[src/rtl/p2s_pkg.sv]
`default_nettype none
// ---------------------------------------------------------------------------
// Module  : p2s_pkg
// Brief   : Shared types, line levels and frame-length helper for the
//           parallel-to-serial frame transmitter.
// Revision: 1.0 - initial release
// ---------------------------------------------------------------------------
package p2s_pkg;

  // Transmitter FSM states; PARITY is only reachable when parity is built in.
  typedef enum logic [2:0] {
    IDLE       = 3'd0,
    START_WAIT = 3'd1,
    START      = 3'd2,
    DATA       = 3'd3,
    PARITY     = 3'd4,
    STOP       = 3'd5
  } state_t;

  // Line levels seen on the serial pin.
  localparam logic LINE_IDLE = 1'b1;
  localparam logic START_BIT = 1'b0;
  localparam logic STOP_BIT  = 1'b1;

  // Number of bit_tick strobes from accept to tx_done.
  function automatic int frame_bits(input int data_w, input int stop_bits, input int p);
    return 2 + data_w + p + stop_bits;
  endfunction

endpackage : p2s_pkg
`default_nettype wire

[src/rtl/p2s_frame_shifter.sv]
`default_nettype none
// ---------------------------------------------------------------------------
// Module  : p2s_frame_shifter
// Brief   : Load/shift register presenting the next data bit in the chosen
//           bit order, plus the parity of the word captured at load.
//           Parity logic exists only when P2S_PARITY_EN is defined.
// Revision: 1.0 - initial release
// ---------------------------------------------------------------------------
module p2s_frame_shifter #(
  parameter int DATA_W     = 8,
  parameter int MSB_FIRST  = 1,
  parameter int PARITY_ODD = 0
) (
  input  logic              clk,
  input  logic              reset,
  input  logic              load_i,
  input  logic              shift_i,
  input  logic [DATA_W-1:0] data_i,
  output logic              bit_o,
  output logic              parity_o
);

  logic [DATA_W-1:0] sr_q;
  logic [DATA_W-1:0] sr_d;

  // Next value of the shift register: load wins, otherwise move toward the output end.
  always_comb begin
    sr_d = sr_q;
    if (load_i) begin
      sr_d = data_i;
    end else if (shift_i) begin
      sr_d = (MSB_FIRST != 0) ? (sr_q << 1) : (sr_q >> 1);
    end
  end

  // Shift register storage.
  always_ff @(posedge clk) begin
    if (reset) begin
      sr_q <= '0;
    end else begin
      sr_q <= sr_d;
    end
  end

  assign bit_o = (MSB_FIRST != 0) ? sr_q[DATA_W-1] : sr_q[0];

`ifdef P2S_PARITY_EN
  logic par_q;

  // Parity is taken from the whole word at load, before shifting destroys it.
  always_ff @(posedge clk) begin
    if (reset) begin
      par_q <= 1'b0;
    end else if (load_i) begin
      par_q <= (^data_i) ^ (PARITY_ODD != 0);
    end
  end

  assign parity_o = par_q;
`else
  wire w_unused_parity_odd = (PARITY_ODD != 0);
  assign parity_o = 1'b0;
`endif

endmodule : p2s_frame_shifter
`default_nettype wire

[src/rtl/p2s_frame_tx.sv]
`default_nettype none
// ---------------------------------------------------------------------------
// Module  : p2s_frame_tx
// Brief   : Parallel-to-serial frame transmitter. Sends start bit, DATA_W
//           data bits, optional parity bit and STOP_BITS stop bits, one bit
//           per bit_tick strobe. Optional parity: define P2S_PARITY_EN.
// Revision: 1.0 - initial release
// ---------------------------------------------------------------------------
module p2s_frame_tx
  import p2s_pkg::*;
#(
  parameter int DATA_W     = 8,
  parameter int STOP_BITS  = 1,
  parameter int MSB_FIRST  = 1,
  parameter int PARITY_ODD = 0
) (
  input  logic              clk,
  input  logic              reset,
  input  logic              bit_tick,
  input  logic [DATA_W-1:0] tx_data,
  input  logic              tx_valid,
  output logic              tx_ready,
  output logic              serial_out,
  output logic              busy,
  output logic              tx_done
);

  localparam int              CNT_W     = $clog2(DATA_W + 1);
  localparam logic [CNT_W-1:0] LAST_IDX  = CNT_W'(DATA_W - 1);
  localparam logic            STOP_LAST = 1'(STOP_BITS - 1);

  state_t           state_q, state_d;
  logic [CNT_W-1:0] cnt_q, cnt_d;
  logic             stop_q, stop_d;
  logic             serial_q, serial_d;
  logic             w_load;
  logic             w_shift;
  logic             w_done;
  logic             w_bit;

`ifdef P2S_PARITY_EN
  logic w_parity;
`else
  logic w_unused_parity;
`endif

  p2s_frame_shifter #(
    .DATA_W     (DATA_W),
    .MSB_FIRST  (MSB_FIRST),
    .PARITY_ODD (PARITY_ODD)
  ) u_shifter (
    .clk      (clk),
    .reset    (reset),
    .load_i   (w_load),
    .shift_i  (w_shift),
    .data_i   (tx_data),
    .bit_o    (w_bit),
`ifdef P2S_PARITY_EN
    .parity_o (w_parity)
`else
    .parity_o (w_unused_parity)
`endif
  );

  // Next-state, line level and strobes; every transition after accept waits for bit_tick.
  always_comb begin
    state_d  = state_q;
    cnt_d    = cnt_q;
    stop_d   = stop_q;
    serial_d = serial_q;
    w_load   = 1'b0;
    w_shift  = 1'b0;
    w_done   = 1'b0;
    case (state_q)
      IDLE: begin
        // bit_tick is deliberately ignored here, so a tick coinciding with accept is dropped.
        if (tx_valid) begin
          w_load  = 1'b1;
          state_d = START_WAIT;
        end
      end
      START_WAIT: begin
        if (bit_tick) begin
          serial_d = START_BIT;
          state_d  = START;
        end
      end
      START: begin
        if (bit_tick) begin
          serial_d = w_bit;
          w_shift  = 1'b1;
          cnt_d    = '0;
          state_d  = DATA;
        end
      end
      DATA: begin
        if (bit_tick) begin
          if (cnt_q == LAST_IDX) begin
`ifdef P2S_PARITY_EN
            serial_d = w_parity;
            state_d  = PARITY;
`else
            serial_d = STOP_BIT;
            stop_d   = 1'b0;
            state_d  = STOP;
`endif
          end else begin
            serial_d = w_bit;
            w_shift  = 1'b1;
            cnt_d    = cnt_q + 1'b1;
          end
        end
      end
`ifdef P2S_PARITY_EN
      PARITY: begin
        if (bit_tick) begin
          serial_d = STOP_BIT;
          stop_d   = 1'b0;
          state_d  = STOP;
        end
      end
`endif
      STOP: begin
        if (bit_tick) begin
          if (stop_q == STOP_LAST) begin
            w_done  = 1'b1;
            state_d = IDLE;
          end else begin
            stop_d = 1'b1;
          end
        end
      end
      default: begin
        state_d  = IDLE;
        serial_d = LINE_IDLE;
      end
    endcase
  end

  // State, counters and the registered serial line.
  always_ff @(posedge clk) begin
    if (reset) begin
      state_q  <= IDLE;
      cnt_q    <= '0;
      stop_q   <= 1'b0;
      serial_q <= LINE_IDLE;
    end else begin
      state_q  <= state_d;
      cnt_q    <= cnt_d;
      stop_q   <= stop_d;
      serial_q <= serial_d;
    end
  end

  // tx_done marks the tick that ends the last stop bit; a reset in that cycle suppresses it.
  assign tx_done    = w_done & ~reset;
  assign tx_ready   = (state_q == IDLE);
  assign busy       = (state_q != IDLE);
  assign serial_out = serial_q;

endmodule : p2s_frame_tx
`default_nettype wire
[config.mk]
export PLATFORM = sky130hd
export DESIGN_NAME = p2s_frame_tx
export DESIGN_NICKNAME = d
export VERILOG_FILES = /design/src/rtl/p2s_pkg.sv /design/src/rtl/p2s_frame_shifter.sv /design/src/rtl/p2s_frame_tx.sv
export SDC_FILE = /design/constraint.sdc
export NUM_CORES = 1
export LEC_CHECK = 0
export BUFFER_PORTS_ARGS = -buffer_cell sky130_fd_sc_hd__buf_2
export CAP_MARGIN = 10
export CELL_PAD_IN_SITES_DETAIL_PLACEMENT = 0
export CELL_PAD_IN_SITES_GLOBAL_PLACEMENT = 1
export CORE_MARGIN = 5
export CORE_UTILIZATION = 39
export CTS_CLUSTER_SIZE = 8
export DETAILED_ROUTE_END_ITERATION = 16
export PLACE_DENSITY_LB_ADDON = 0.1
export SETUP_SLACK_MARGIN = 0.02
export SLEW_MARGIN = 25
export SYNTH_ARGS = -nofsm -noshare
export SYNTH_HDL_FRONTEND = slang
export SYNTH_SLANG_ARGS = --single-unit
[constraint.sdc]
create_clock -name clk -period 2.2 [get_ports clk]
set_clock_uncertainty 0.05 [all_clocks]
set_input_delay 0.22 -clock clk [delete_from_list [all_inputs] [get_ports clk]]
set_output_delay 0.22 -clock clk [all_outputs]
set_load 0.005 [all_outputs]
==> flow_metrics.py <==
metrics = {
    "clocking": {
        "cts_root_buf": "clkbuf_4",
        "clockBufferDepth": 2,
        "cts_setup_buffers": 0,
        "tritoncts": "yes",
        "cts-hold-fix-buffers": 0,
        "cts_resized": 0,
        "cts_made_buffers": 3,
        "cts.clk_slew.worst_paths_ps": 100,
        "clk_latency_ps": 280,
        "htree_levels": 1,
        "cts.sinks": 16,
    },
    "placement": {
        "place.gp.congestion": 0.708,
        "place_ws_ps": 414,
        "placement.io_buffers": 15,
        "dp_cells": 134,
        "dp_hpwl_um": 1170,
    },
    "critical_path": {
        "crit_path_start_kind": "flop",
        "r2r-start": "state_q[1]$_SDFFE_PP0P_",
        "cp.required_ps": 2350,
        "path_class": "flop to flop",
        "cp-startpoint": "state_q[1]$_SDFFE_PP0P_",
        "path_max_fanout": 15,
        "crit_arrival_ps": 1940,
        "cp-end-kind": "flop",
    },
    "cells_and_area": {
        "utilization_pct": 45.1,
        "multiInputGateArea_um2": 483,
        "antenna_cells": 0,
        "fin_nets": 124,
        "fillers": 225,
        "regArea_um2": 320,
        "fin_cells": 138,
        "synthToLayoutAreaGrowth_pct": 13.3,
        "drive_above_1_share_pct": 20.0,
    },
    "synthesis": {
        "synthArstFlopShare_pct": 0,
        "syn-cell-area_um2": 855,
        "synthTopCellsByCount": "dfxtp_1 (16), nor2_1 (15), a21oi_1 (8), a211oi_1 (7), mux2i_1 (7)",
        "synth_cell_types": 33,
        "synth_top_area_share_pct": 37.5,
        "synth_fp_nets": 112,
        "synth_flop_cell": "dfxtp_1",
        "synth_cells": 99,
        "synthTopCellsByArea": "dfxtp_1 (37%), mux2i_1 (8.2%), nor2_1 (6.6%)",
        "yosys.cell_count.top_type": "dfxtp_1",
        "ys.warnings.count": 0,
        "yosys.area.top_type": "dfxtp_1",
        "synth-edff-count": 0,
        "synth-seq-cells": 16,
        "seq_area_frac_synth_pct": 37.5,
        "syn-mean-instance-area_um2": 8.63,
    },
    "timing": {
        "report.final.slew_viol_count": 0,
        "min_period_ps": 1790,
        "finalCritPeriodShare_pct": 81.2,
        "setup_viol": 0,
        "hold_violations": 0,
        "slew_headroom_pct": 62.5,
        "tightest_slew_ps": 563,
        "tns_ps": 0,
        "fmax_ghz": 0.560,
        "layout_setup_ws_ps": 414,
        "whs_ps": 127,
        "rsz0062_at_grt": "no",
    },
    "worst_hold_path": {
        "hold_start": "tx_data[0]",
        "hold_class": "input port to flop",
    },
    "drt": {
        "wl_per_cell_um": 12.2,
        "ant_nets": 0,
        "drtIter0Drc": 9,
        "vias": 732,
        "routed_wl_um": 1680,
        "avgViaCountPerCell": 5.30,
        "drc_errors": 0,
        "drt_first_pass_iters": 4,
    },
    "grt": {
        "grt_pass1_vias": 705,
        "overflow": 0,
        "antenna_found_initial": 0,
        "grt_max_degree": 18,
        "grt_use_total_pct": 11.3,
        "grt_first_pass_wirelength_um": 2940,
    },
    "floorplanning": {
        "die_y_um": 56.8,
        "die_w_um": 56.8,
        "num_io_pins": 16,
        "design.die.area_um2": 3230,
        "core_area_um2": 2150,
        "num_rows": 17,
        "start_util_pct": 39.8,
    },
    "job": {
        "drv_cap": 0,
    },
    "power_and_ir_drop": {
        "p_leak_nw": 0.381,
        "vdd_drop_max_v": 0.000510,
        "p_per_area_nw_per_um2": 675,
    },
    "run_status": {
        "status": "complete, no violations",
    },
}
[registers in the layout, indices dropped and copies added (netlist names)]
register / count
cnt_q: 4
state_q: 3
u_shifter.sr_q: 8
serial_out: 1
[metrics by stage]
stage	cell area [um^2]	power, mW
6_report	968	0.653
5_1_grt	968	0.690
4_1_cts	968	0.662
3_5_place_dp	932	0.465
3_3_place_gp	932	0.463
2_1_floorplan	855	0.434
[worst max-delay path, cell delays in order, from the launching register on]
cell and delay (ps):
dfxtp_1 610, nand3b_1 320, o32ai_4 390, nor2_1 90, a211oi_1 240
[path summary, 6_finish.rpt]
kind,to,slack (ps),cells past startpoint
max,u_shifter.sr_q[1]$_SDFFE_PP0P_,410,4
min,u_shifter.sr_q[0]$_SDFFE_PP0P_,130,3
max reg2reg,u_shifter.sr_q[1]$_SDFFE_PP0P_,410,4
min reg2reg,u_shifter.sr_q[5]$_SDFFE_PP0P_,460,2
[where the power goes]
| part | total, mW | switching [mW] | leakage, nW | internal (mW) |
|---|---|---|---|---|
| Clock | 0.196 | 0.0958 | 0.0210 | 0.101 |
| Sequential | 0.336 | 0.0231 | 0.131 | 0.313 |
| Combinational | 0.121 | 0.0605 | 0.228 | 0.0606 |
| Total | 0.653 | 0.179 | 0.381 | 0.474 |
[layer usage]
metal  part of all wire, %  wire length (um)  vias up  track usage [%]
li1                      -                 -      382                -
met4                  0.83                14        0             5.96
met1                    46               776      337             12.9
met3                   4.0                67        2             2.30
met5                     0                 0        -                0
met2                    49               824       11             19.6
[layout by cell type, fill, tap and decap left out, types with 4 or more instances in the layout]
master,instances
a21oi_1,8
mux2i_1,7
buf_2,15
dfxtp_1,16
nor2_1,15
nor3_1,4
a211oi_1,7
o21ai_0,4
[cells by family (layout without fill, tap and decap cells)]
family | after synthesis | in the layout | synth area share [%]
DFF | 16 | 16 | 37.5
muxes | 7 | 7 | 8.20
adders and majority gates | 1 | 1 | 1.46
buffers and inverters | 12 | 23 | 6.73
and+or+nand+nor | 35 | 35 | 22.4
xor gates and xnor gates | 1 | 1 | 1.03
AOI/OAI and AO/OA | 27 | 27 | 22.7
[area by class of cell]
cell class,instances,area share [%]
Clock buffer,4,3.75
Inverter,3,1.16
Multi-Input combinational cell,71,49.9
Sequential cell,16,33.1
Tap cell,28,3.62
Timing Repair Buffer,16,8.53
No activity file was read; power rests on OpenSTA's default activity.
